<file path="src/rtl/mem_access_unit_if.sv">
// Bus bundle for mem_access_unit: core start/done side plus memory req/ack side.
// mem_be exists only when MAU_BYTE_ENABLE_EN is defined.
interface mem_access_unit_if #(parameter int ADDR_W = 32);
   logic              start;
   logic              we;
   logic [1:0]        size;
   logic              unsigned_ld;
   logic [ADDR_W-1:0] addr;
   logic [31:0]       wdata;
   logic              busy;
   logic              done;
   logic              misalign;
   logic [31:0]       rdata;
   logic              mem_req;
   logic              mem_we;
   logic [ADDR_W-1:0] mem_addr;
   logic [31:0]       mem_wdata;
   logic [31:0]       mem_rdata;
   logic              mem_ack;
`ifdef MAU_BYTE_ENABLE_EN
   logic [3:0]        mem_be;
`endif

   // The access unit: initiator towards memory, responder towards the core.
   modport master (
      input  start, we, size, unsigned_ld, addr, wdata, mem_rdata, mem_ack,
`ifdef MAU_BYTE_ENABLE_EN
      output mem_be,
`endif
      output busy, done, misalign, rdata, mem_req, mem_we, mem_addr, mem_wdata
   );

   // The surrounding core and data memory.
   modport slave (
      output start, we, size, unsigned_ld, addr, wdata, mem_rdata, mem_ack,
`ifdef MAU_BYTE_ENABLE_EN
      input  mem_be,
`endif
      input  busy, done, misalign, rdata, mem_req, mem_we, mem_addr, mem_wdata
   );
endinterface

</file>
<file path="src/rtl/mem_access_unit.sv">
// MIPS load/store unit: sub-word extract/extend on loads, read-modify-write on sub-word stores.
// Optional MAU_BYTE_ENABLE_EN replaces the RMW with byte-enabled single writes.
module mem_access_unit #(
   parameter int ADDR_W = 32
) (
   input logic                clk,
   input logic                rst,
   mem_access_unit_if.master  bus
);

   typedef enum logic [2:0] {
      S_IDLE = 3'd0,
      S_RD   = 3'd1,
      S_WR   = 3'd2,
      S_FIN  = 3'd3,
      S_ERR  = 3'd4
   } state_t;

   localparam logic [1:0] SZ_BYTE = 2'b00;
   localparam logic [1:0] SZ_HALF = 2'b01;

   function automatic logic is_misaligned(input logic [1:0] sz, input logic [1:0] lane);
      logic r;
      case (sz)
         SZ_BYTE: r = 1'b0;
         SZ_HALF: r = lane[0];
         default: r = (lane != 2'b00);
      endcase
      return r;
   endfunction

   function automatic logic [31:0] merge_word(input logic [31:0] old_w, input logic [1:0] sz,
                                              input logic [1:0] lane, input logic [15:0] wd);
      logic [31:0] r;
      r = old_w;
      case (sz)
         SZ_BYTE: begin
            case (lane)
               2'd0:    r[7:0]   = wd[7:0];
               2'd1:    r[15:8]  = wd[7:0];
               2'd2:    r[23:16] = wd[7:0];
               2'd3:    r[31:24] = wd[7:0];
               default: r        = old_w;
            endcase
         end
         SZ_HALF: begin
            if (lane[1]) r[31:16] = wd;
            else         r[15:0]  = wd;
         end
         default: r = old_w;
      endcase
      return r;
   endfunction

   function automatic logic [31:0] extend_load(input logic [31:0] w, input logic [1:0] sz,
                                               input logic [1:0] lane, input logic uns);
      logic [7:0]  b;
      logic [15:0] h;
      logic [31:0] r;
      case (lane)
         2'd0:    b = w[7:0];
         2'd1:    b = w[15:8];
         2'd2:    b = w[23:16];
         2'd3:    b = w[31:24];
         default: b = 8'h00;
      endcase
      h = lane[1] ? w[31:16] : w[15:0];
      case (sz)
         SZ_BYTE: r = {{24{~uns & b[7]}}, b};
         SZ_HALF: r = {{16{~uns & h[15]}}, h};
         default: r = w;
      endcase
      return r;
   endfunction

`ifdef MAU_BYTE_ENABLE_EN
   function automatic logic [3:0] byte_en(input logic [1:0] sz, input logic [1:0] lane);
      logic [3:0] r;
      case (sz)
         SZ_BYTE: r = 4'b0001 << lane;
         SZ_HALF: r = lane[1] ? 4'b1100 : 4'b0011;
         default: r = 4'b1111;
      endcase
      return r;
   endfunction

   function automatic logic [31:0] replicate(input logic [1:0] sz, input logic [31:0] wd);
      logic [31:0] r;
      case (sz)
         SZ_BYTE: r = {4{wd[7:0]}};
         SZ_HALF: r = {2{wd[15:0]}};
         default: r = wd;
      endcase
      return r;
   endfunction
`endif

   state_t             state_q, state_d;
   logic               we_q, we_d;
   logic [1:0]         size_q, size_d;
   logic               uns_q, uns_d;
   logic [1:0]         lane_q, lane_d;
   logic [15:0]        wdata_q, wdata_d;
   logic               busy_q, busy_d;
   logic               done_q, done_d;
   logic               misalign_q, misalign_d;
   logic [31:0]        rdata_q, rdata_d;
   logic               mem_req_q, mem_req_d;
   logic               mem_we_q, mem_we_d;
   logic [ADDR_W-1:0]  mem_addr_q, mem_addr_d;
   logic [31:0]        mem_wdata_q, mem_wdata_d;
`ifdef MAU_BYTE_ENABLE_EN
   logic [3:0]         be_sel_q, be_sel_d;
   logic [3:0]         mem_be_q, mem_be_d;
`endif

   // Next-state and next-output computation; every output is re-registered from state_d.
   always_comb begin
      state_d     = state_q;
      we_d        = we_q;
      size_d      = size_q;
      uns_d       = uns_q;
      lane_d      = lane_q;
      wdata_d     = wdata_q;
      rdata_d     = rdata_q;
      mem_addr_d  = mem_addr_q;
      mem_wdata_d = mem_wdata_q;
`ifdef MAU_BYTE_ENABLE_EN
      be_sel_d    = be_sel_q;
`endif
      case (state_q)
         S_IDLE: begin
            if (bus.start) begin
               we_d    = bus.we;
               size_d  = bus.size;
               uns_d   = bus.unsigned_ld;
               lane_d  = bus.addr[1:0];
               wdata_d = bus.wdata[15:0];
`ifdef MAU_BYTE_ENABLE_EN
               be_sel_d = byte_en(bus.size, bus.addr[1:0]);
`endif
               if (is_misaligned(bus.size, bus.addr[1:0])) begin
                  state_d = S_ERR;
               end else begin
                  mem_addr_d = {bus.addr[ADDR_W-1:2], 2'b00};
                  if (!bus.we) begin
                     state_d = S_RD;
                  end else if (bus.size[1]) begin
                     state_d     = S_WR;
                     mem_wdata_d = bus.wdata;
                  end else begin
`ifdef MAU_BYTE_ENABLE_EN
                     state_d     = S_WR;
                     mem_wdata_d = replicate(bus.size, bus.wdata);
`else
                     state_d     = S_RD;
`endif
                  end
               end
            end else begin
               state_d = S_IDLE;
            end
         end
         S_RD: begin
            if (bus.mem_ack) begin
               if (we_q) begin
                  state_d     = S_WR;
                  mem_wdata_d = merge_word(bus.mem_rdata, size_q, lane_q, wdata_q);
`ifdef MAU_BYTE_ENABLE_EN
                  be_sel_d    = 4'b1111;
`endif
               end else begin
                  state_d = S_FIN;
                  rdata_d = extend_load(bus.mem_rdata, size_q, lane_q, uns_q);
               end
            end else begin
               state_d = S_RD;
            end
         end
         S_WR: begin
            if (bus.mem_ack) state_d = S_FIN;
            else             state_d = S_WR;
         end
         S_FIN:   state_d = S_IDLE;
         S_ERR:   state_d = S_IDLE;
         default: state_d = S_IDLE;
      endcase

      busy_d     = (state_d != S_IDLE);
      done_d     = (state_d == S_FIN) || (state_d == S_ERR);
      misalign_d = (state_d == S_ERR);
      mem_req_d  = (state_d == S_RD) || (state_d == S_WR);
      mem_we_d   = (state_d == S_WR);
`ifdef MAU_BYTE_ENABLE_EN
      mem_be_d   = (state_d == S_WR) ? be_sel_d : 4'b0000;
`endif
   end

   // State and output registers with synchronous reset.
   always_ff @(posedge clk) begin
      if (rst) begin
         state_q     <= S_IDLE;
         we_q        <= 1'b0;
         size_q      <= 2'b00;
         uns_q       <= 1'b0;
         lane_q      <= 2'b00;
         wdata_q     <= 16'h0000;
         busy_q      <= 1'b0;
         done_q      <= 1'b0;
         misalign_q  <= 1'b0;
         rdata_q     <= 32'h0000_0000;
         mem_req_q   <= 1'b0;
         mem_we_q    <= 1'b0;
         mem_addr_q  <= {ADDR_W{1'b0}};
         mem_wdata_q <= 32'h0000_0000;
`ifdef MAU_BYTE_ENABLE_EN
         be_sel_q    <= 4'b0000;
         mem_be_q    <= 4'b0000;
`endif
      end else begin
         state_q     <= state_d;
         we_q        <= we_d;
         size_q      <= size_d;
         uns_q       <= uns_d;
         lane_q      <= lane_d;
         wdata_q     <= wdata_d;
         busy_q      <= busy_d;
         done_q      <= done_d;
         misalign_q  <= misalign_d;
         rdata_q     <= rdata_d;
         mem_req_q   <= mem_req_d;
         mem_we_q    <= mem_we_d;
         mem_addr_q  <= mem_addr_d;
         mem_wdata_q <= mem_wdata_d;
`ifdef MAU_BYTE_ENABLE_EN
         be_sel_q    <= be_sel_d;
         mem_be_q    <= mem_be_d;
`endif
      end
   end

   assign bus.busy      = busy_q;
   assign bus.done      = done_q;
   assign bus.misalign  = misalign_q;
   assign bus.rdata     = rdata_q;
   assign bus.mem_req   = mem_req_q;
   assign bus.mem_we    = mem_we_q;
   assign bus.mem_addr  = mem_addr_q;
   assign bus.mem_wdata = mem_wdata_q;
`ifdef MAU_BYTE_ENABLE_EN
   assign bus.mem_be    = mem_be_q;
`endif

endmodule

</file>
<file path="src/flat_wrapper.sv">
// flat-port wrapper written by rule: the top's interface ports become plain ports
module mem_access_unit_flat 
#(
   parameter int ADDR_W = 32
)
  (clk, rst, bus_start, bus_we, bus_size, bus_unsigned_ld, bus_addr, bus_wdata, bus_mem_rdata, bus_mem_ack, bus_busy, bus_done, bus_misalign, bus_rdata, bus_mem_req, bus_mem_we, bus_mem_addr, bus_mem_wdata);
  mem_access_unit_if #(.ADDR_W(ADDR_W)) bus_i ();
  input logic clk;
  input logic rst;
  input wire logic [$bits(bus_i.start)-1:0] bus_start;
  input wire logic [$bits(bus_i.we)-1:0] bus_we;
  input wire logic [$bits(bus_i.size)-1:0] bus_size;
  input wire logic [$bits(bus_i.unsigned_ld)-1:0] bus_unsigned_ld;
  input wire logic [$bits(bus_i.addr)-1:0] bus_addr;
  input wire logic [$bits(bus_i.wdata)-1:0] bus_wdata;
  input wire logic [$bits(bus_i.mem_rdata)-1:0] bus_mem_rdata;
  input wire logic [$bits(bus_i.mem_ack)-1:0] bus_mem_ack;
  output wire logic [$bits(bus_i.busy)-1:0] bus_busy;
  output wire logic [$bits(bus_i.done)-1:0] bus_done;
  output wire logic [$bits(bus_i.misalign)-1:0] bus_misalign;
  output wire logic [$bits(bus_i.rdata)-1:0] bus_rdata;
  output wire logic [$bits(bus_i.mem_req)-1:0] bus_mem_req;
  output wire logic [$bits(bus_i.mem_we)-1:0] bus_mem_we;
  output wire logic [$bits(bus_i.mem_addr)-1:0] bus_mem_addr;
  output wire logic [$bits(bus_i.mem_wdata)-1:0] bus_mem_wdata;
  assign bus_i.start = bus_start;
  assign bus_i.we = bus_we;
  assign bus_i.size = bus_size;
  assign bus_i.unsigned_ld = bus_unsigned_ld;
  assign bus_i.addr = bus_addr;
  assign bus_i.wdata = bus_wdata;
  assign bus_i.mem_rdata = bus_mem_rdata;
  assign bus_i.mem_ack = bus_mem_ack;
  assign bus_busy = bus_i.busy;
  assign bus_done = bus_i.done;
  assign bus_misalign = bus_i.misalign;
  assign bus_rdata = bus_i.rdata;
  assign bus_mem_req = bus_i.mem_req;
  assign bus_mem_we = bus_i.mem_we;
  assign bus_mem_addr = bus_i.mem_addr;
  assign bus_mem_wdata = bus_i.mem_wdata;
  mem_access_unit #(.ADDR_W(ADDR_W)) u_core (.clk(clk), .rst(rst), .bus(bus_i));
endmodule
</file>
<file path="config.mk">
export PLATFORM = sky130hd
export DESIGN_NAME = mem_access_unit_flat
export DESIGN_NICKNAME = d
export VERILOG_FILES = /design/src/rtl/mem_access_unit_if.sv /design/src/rtl/mem_access_unit.sv /design/src/flat_wrapper.sv
export SDC_FILE = /design/constraint.sdc
export NUM_CORES = 1
export LEC_CHECK = 0
export ABC_AREA = 1
export BUFFER_PORTS_ARGS = -buffer_cell sky130_fd_sc_hd__buf_2
export CAP_MARGIN = 20
export CORE_MARGIN = 2
export CORE_UTILIZATION = 35
export CTS_CLUSTER_DIAMETER = 200
export DETAILED_ROUTE_END_ITERATION = 8
export GPL_ROUTABILITY_DRIVEN = 0
export PLACE_DENSITY = 0.62
export REMOVE_ABC_BUFFERS = 1
export SETUP_SLACK_MARGIN = 0.2
export SYNTH_ARGS = -nofsm -noshare
export SYNTH_HDL_FRONTEND = slang
export SYNTH_SLANG_ARGS = --single-unit
</file>
<file path="constraint.sdc">
create_clock -name clk -period 2.5 [get_ports clk]
set_input_delay 0.5 -clock clk [delete_from_list [all_inputs] [get_ports clk]]
set_output_delay 0.5 -clock clk [all_outputs]
set_load 0.01 [all_outputs]
</file>
Word-level counts from Yosys, hierarchy flattened
Index checks and enable logic that the tools add are counted.
{ "op_classes": {"reduce_logical": 13, "bitwise": 5, "n_mux": 31, "eq_ne": 17} }
{ "ops": {"columns": ["op", "n"], "rows": [
  ["two-way mux 32 bit", 6],
  ["one-hot mux 32 bit (2 select lines)", 3],
  ["two-way mux 8 bit", 7],
  ["two-way mux 16 bit", 3],
  ["one-hot mux 8 bit (4 select lines)", 1],
  ["!= test 2 bit, second input constant", 5],
  ["== test 3 x 2 -> 1 bit, second input constant", 3],
  ["two-way mux 3 bit", 3],
  ["one-hot mux 3 bit (3 select lines)", 1],
  ["AND reduction 7 bit", 1],
  ["== test 2 x 1 -> 1 bit, second input constant", 3],
  ["== test 3 x 1 -> 1 bit, second input constant", 2],
  ["zero test 2 bit", 3],
  ["AND reduction 3 bit", 2],
  ["== test 2 bit, second input constant", 2],
  ["two-way mux 1 bit", 4],
  ["two-way mux 2 bit", 2],
  ["nonzero test 2 bit", 2],
  ["== test 3 bit, second input constant", 1],
  ["zero test 3 bit", 1],
  ["inverter 1 bit", 3],
  ["nonzero test 3 bit", 1],
  ["bitwise AND 1 bit", 2],
  ["logical OR 1 bit", 2],
  ["other kinds (3)", 3]
]} }
{ "totals": {"in_bits": 104, "elab_cells": 80, "ff_bits": 124, "out_inout_bits": 101} }

Depth between registers and ports, before layout
{ "logic_depth": {"depth_word": 9, "ltp_mapped": 11, "depth_no_buf": 9} }

Worst setup path before layout
OpenSTA, ideal clock, no wires.
{ "synth_path": {"kind": "input port to flip-flop", "from": "in bus_addr[1]", "to": "reg u_core.mem_wdata_q[10], in the netlist u_core.bus.mem_wdata[10]", "setup_ns": 0.116, "n_path_buf": 1, "arrival_ns": 1.354, "required_time_ns": 2.384, "slack_ns": 1.030, "cell_stages": 7, "cell_sequence": "nor2_1 > nand4_1 > nand2_1 > nand3_1 > buf_2 > a21oi_1 > nor2_1"} }
{ "synth_between": {"elab_chain_len": 6} }
{ "synth_lines": {"columns": ["element", "line_no", "source"], "rows": [
  ["from (decl)", "flat_wrapper.sv:14", "input wire logic [$bits(bus_i.addr)-1:0] bus_addr;"],
  ["nonzero test 2 bit", "mem_access_unit.sv:27", "default: r = (lane != 2'b00);"],
  ["one-hot mux 1 bit (2 select lines)", "mem_access_unit.sv:24", "case (sz)"],
  ["two-way mux 1 bit", "mem_access_unit.sv:133", "if (bus.start) begin"],
  ["two-way mux 1 bit", "mem_access_unit.sv:131", "case (state_q)"],
  ["!= test 2 bit (no source line)", null, null],
  ["AND reduction 7 bit (no source line)", null, null],
  ["to (signal assigned)", "mem_access_unit.sv:234", "mem_wdata_q <= mem_wdata_d;"],
  ["to (decl)", "mem_access_unit.sv:111", "logic [31:0] mem_wdata_q, mem_wdata_d;"]
]} }
No other way between the ends. The select of a mux whose other input is x is not followed.
A chain may end at the register's enable or synchronous reset.

Final worst setup path
{ "layout_path": {"from": "reg u_core.lane_q[1]", "to": "reg u_core.rdata_q[24], in the netlist u_core.bus.rdata[24]"} }
{ "layout_between": {"elab_chain_len": 7, "elab_cells_between_ends": 12, "classes_between": "eq/ne: 3; mux: 6; bitwise: 2; reduce/logical: 1"} }
{ "layout_lines": {"columns": ["element", "line_no", "source"], "rows": [
  ["from (decl)", "mem_access_unit.sv:102", "logic [1:0] lane_q, lane_d;"],
  ["from (signal assigned)", "mem_access_unit.sv:225", "lane_q <= lane_d;"],
  ["== test 2 bit (tied with other cells)", "mem_access_unit.sv:60", "case (lane)"],
  ["one-hot mux 8 bit (4 select lines)", "mem_access_unit.sv:60", null],
  ["two-way mux 8 bit", "mem_access_unit.sv:166", "if (we_q) begin"],
  ["two-way mux 8 bit", "mem_access_unit.sv:165", "if (bus.mem_ack) begin"],
  ["two-way mux 8 bit", "mem_access_unit.sv:131", null],
  ["bitwise AND 1 bit", "mem_access_unit.sv:69", "SZ_BYTE: r = {{24{~uns & b[7]}}, b};"],
  ["one-hot mux 32 bit (2 select lines) *", "mem_access_unit.sv:68", "case (sz)"],
  ["to (signal assigned)", "mem_access_unit.sv:230", "rdata_q <= rdata_d;"],
  ["to (decl)", "mem_access_unit.sv:107", "logic [31:0] rdata_q, rdata_d;"]
]} }
Mark *: on every way between the ends. The rest lies on a longest branch, timed or not. The select of a mux whose other input is x is not followed.

==> impl_metrics.env <==
export IMPL_synthDistinctLibCells=31
export IMPL_slowest_delay_ps=400
export IMPL_ys_seq_elements=124
export IMPL_crit_top_cell="nand2_1"
export IMPL_fillCellCount=1892
export IMPL_period_share=0.776
export IMPL_synth_simple_area_share=0.347
export IMPL_swShare=0.328
export IMPL_arrival_ps=2310
export IMPL_cp_end_kind="flip-flop"
export IMPL_slew_headroom=0.595
export IMPL_start_util=0.353
export IMPL_avgViaCountPerCell=4.93
export IMPL_postRouteAntennaNets=0
export IMPL_dp_hpwl_um=15500
export IMPL_area_growth_pct=28.3
export IMPL_path_cells="buf_4 -> nand2_1 -> a21oi_1 -> nand2_1 -> nand3_1 -> nand2_1 -> inv_1"
export IMPL_total_power_uw=6420
export IMPL_nNetsFinal=1274
export IMPL_core_um2=17800
export IMPL_cts_buffer_depth=2
export IMPL_insertion_delay_ps=430
export IMPL_synth_top_family_by_area="simple AND/OR/NAND/NOR gates"
export IMPL_rsz0062_at_grt="false"
export IMPL_required_ps=2870
export IMPL_cp_slowest_cell="dfxtp_1"
export IMPL_start_kind="flip-flop"
export IMPL_hold_viol=0
export IMPL_grt_overflow_total=0
export IMPL_vias=6977
export IMPL_synth_warning_count=0
export IMPL_cts_buffers_inserted=17
export IMPL_dieArea_um2=19100
export IMPL_routedWlPerCell_um=15.3
export IMPL_chipHeight_um=138
export IMPL_mappedNetlistArea_um2=6300
export IMPL_hold_class="input port to flip-flop"
export IMPL_cpLargestDelayFamily="simple AND/OR/NAND/NOR gates"
export IMPL_synth_xor_area_frac=0
export IMPL_synth_area_mux_share=0
export IMPL_power_frac_comb=0.237
export IMPL_drt_first_iter_violations=494
export IMPL_fin_skew_ps=11.5
export IMPL_slew_violations=0
export IMPL_cts_htree_levels=4
export IMPL_synthAdderAreaFrac=0
export IMPL_cap_viol_max_count=0
export IMPL_hold_ws_ps=292
export IMPL_crit_fanout=39
export IMPL_pwr_share_seq=0.361
export IMPL_clock_root_buffer="clkbuf_16"
export IMPL_grt_pass1_wl_um=34200
export IMPL_antenna_found_initial=5
export IMPL_synth_compound_area_frac=0.160
export IMPL_netlist_instances=990
export IMPL_tns_ps=0
export IMPL_grt_start_max_net_pins=49
export IMPL_io_pins=205
export IMPL_dpl_worst_slack_ps=604
export IMPL_ir_drop_mv=0.487
export IMPL_p_clk_frac=0.402
export IMPL_drc=0
export IMPL_numPortBuffers=202
export IMPL_cts_hold_buf=0
export IMPL_cts_tree="built"
export IMPL_run_status="complete, no violations"
export IMPL_yosysSeqAreaShare=0.394
export IMPL_critPathKind="flip-flop to flip-flop"
export IMPL_setup_ws_ps=561
export IMPL_rows=49
export IMPL_grt_usage=0.223
export IMPL_leakage_uw=0.00423
export IMPL_routed_wl_um=21600
export IMPL_grt_pass1_vias=6535
export IMPL_finalSetupViolCount=0
export IMPL_cts_setup_buffers=0
export IMPL_synth_avg_cell_area_um2=6.37
export IMPL_cts_clk_slew_worst_paths_ps=60
export IMPL_rrSetupSlack_ps=560
export IMPL_crit_buf_inv=2
export IMPL_drt_pass1_iter_count=5
export IMPL_min_period_ps=1940
export IMPL_internal_power_uw=4320
export IMPL_netSwitchingPower_uw=2110
export IMPL_die_w_um=138
export IMPL_cts_repair_resized=0
export IMPL_drive_gt1_frac=0.243
export IMPL_max_freq_mhz=516
export IMPL_clkSinkCount=124
export IMPL_worstMarginPinSlew_ps=606
export IMPL_power_density_nw_per_um2=794
==> per-layer routing <==
layer | vias up | GRT usage | routed length [µm]
met2 | 262 | 0.360 | 9790
li1 | 3518 | - | -
met3 | 50 | 0.0897 | 2000
met4 | 4 | 0.0768 | 605
met5 | - | 0 | 21
met1 | 3143 | 0.272 | 9210
==> layout by cell type (no fill, tap or decap), types with 4 or more instances in the layout <==
cell type    n
o211ai_1     6
inv_6        4
nand2_1    261
clkbuf_16   17
nor2_2       5
dfxtp_1    124
clkinv_4     4
a21oi_1     67
or2_2       15
a31oi_1     10
nor2_1     174
o21ai_0     91
nand3_1     70
o21ai_1      4
inv_2        6
o22ai_1      5
inv_1       71
buf_4       19
buf_2      202
==> flip-flops by register name, indices dropped and copies added (netlist names) <==
signal                cells
u_core.bus.busy           1
u_core.bus.done           1
u_core.bus.mem_addr      30
u_core.bus.mem_req        1
u_core.bus.mem_wdata     32
u_core.bus.mem_we         1
u_core.bus.misalign       1
u_core.bus.rdata         32
u_core.lane_q             2
u_core.size_q             2
u_core.state_q            3
u_core.uns_q              1
u_core.wdata_q           16
u_core.we_q               1
==> cell families (layout without fill, tap and decap cells) <==
kind of cell           Yosys count  count (layout)
and+or+nand+nor                534             534
AOI/OAI and AO/OA              191             191
buffers and inverters          140             332
DFF                            124             124
other                            1               5
==> cell usage after synthesis (all sizes together) <==
cell type / count / area share
a21boi: 4 / 0.0048
a21oi: 68 / 0.055
a22oi: 2 / 0.0024
a31oi: 10 / 0.0099
buf: 40 / 0.039
clkbuf: 23 / 0.014
conb: 1 / 0.00059
dfxtp: 124 / 0.39
inv: 77 / 0.046
nand2: 262 / 0.16
nand3: 71 / 0.057
nand4: 2 / 0.0020
nor2: 182 / 0.11
nor3: 2 / 0.0024
o211ai: 6 / 0.0071
o21ai: 95 / 0.075
o21bai: 1 / 0.0012
o22ai: 5 / 0.0050
or2: 15 / 0.015
==> power groups by stage <==
stage	Combinational [µW]	Clock, µW	Sequential [µW]
2_1_floorplan	777	0	2460
4_1_cts	1520	2630	2320
5_1_grt	1710	2720	2340
3_5_place_dp	1520	0	2350
3_3_place_gp	1510	0	2350
6_report	1520	2580	2320
==> path summary, 6_finish.rpt <==
check / startpoint / to / cells past startpoint
setup / recovery: u_core.lane_q[1] / u_core.bus.rdata[24] / 7
hold / removal: bus_addr[12] / u_core.bus.mem_addr[12] / 3
setup reg to reg: u_core.lane_q[1] / u_core.bus.rdata[24] / 7
hold reg to reg: u_core.wdata_q[14] / u_core.wdata_q[14] / 2
==> metrics by stage <==
stage          instance area (µm²)  cells  utilization
2_1_floorplan                 5980    928            -
3_3_place_gp                  7470   1380        0.419
3_5_place_dp                  7470   1380        0.419
4_1_cts                       8080   1412        0.453
5_1_grt                       8090   1413        0.453
6_report                      8090   1415        0.453
==> tightest hold or removal path: cells and delay by family <==
| family | cells | cell delay [ps] |
|---|---|---|
| AND/OR/NAND/NOR | 2 | 110 |
| buffers and inverters | 1 | 70 |
==> layout make-up <==
class,instances,area (µm²),share of cell area
diodes,3,7.51,0.000928
clock buffers,17,425,0.0526
clock inverters,15,188,0.0232
inverters,77,289,0.0357
multi-input cells,727,3220,0.398
flip-flops and latches,124,2480,0.307
well taps,229,287,0.0354
repair buffers,223,1190,0.148
Note: power is estimated with default switching activity, not from simulation.
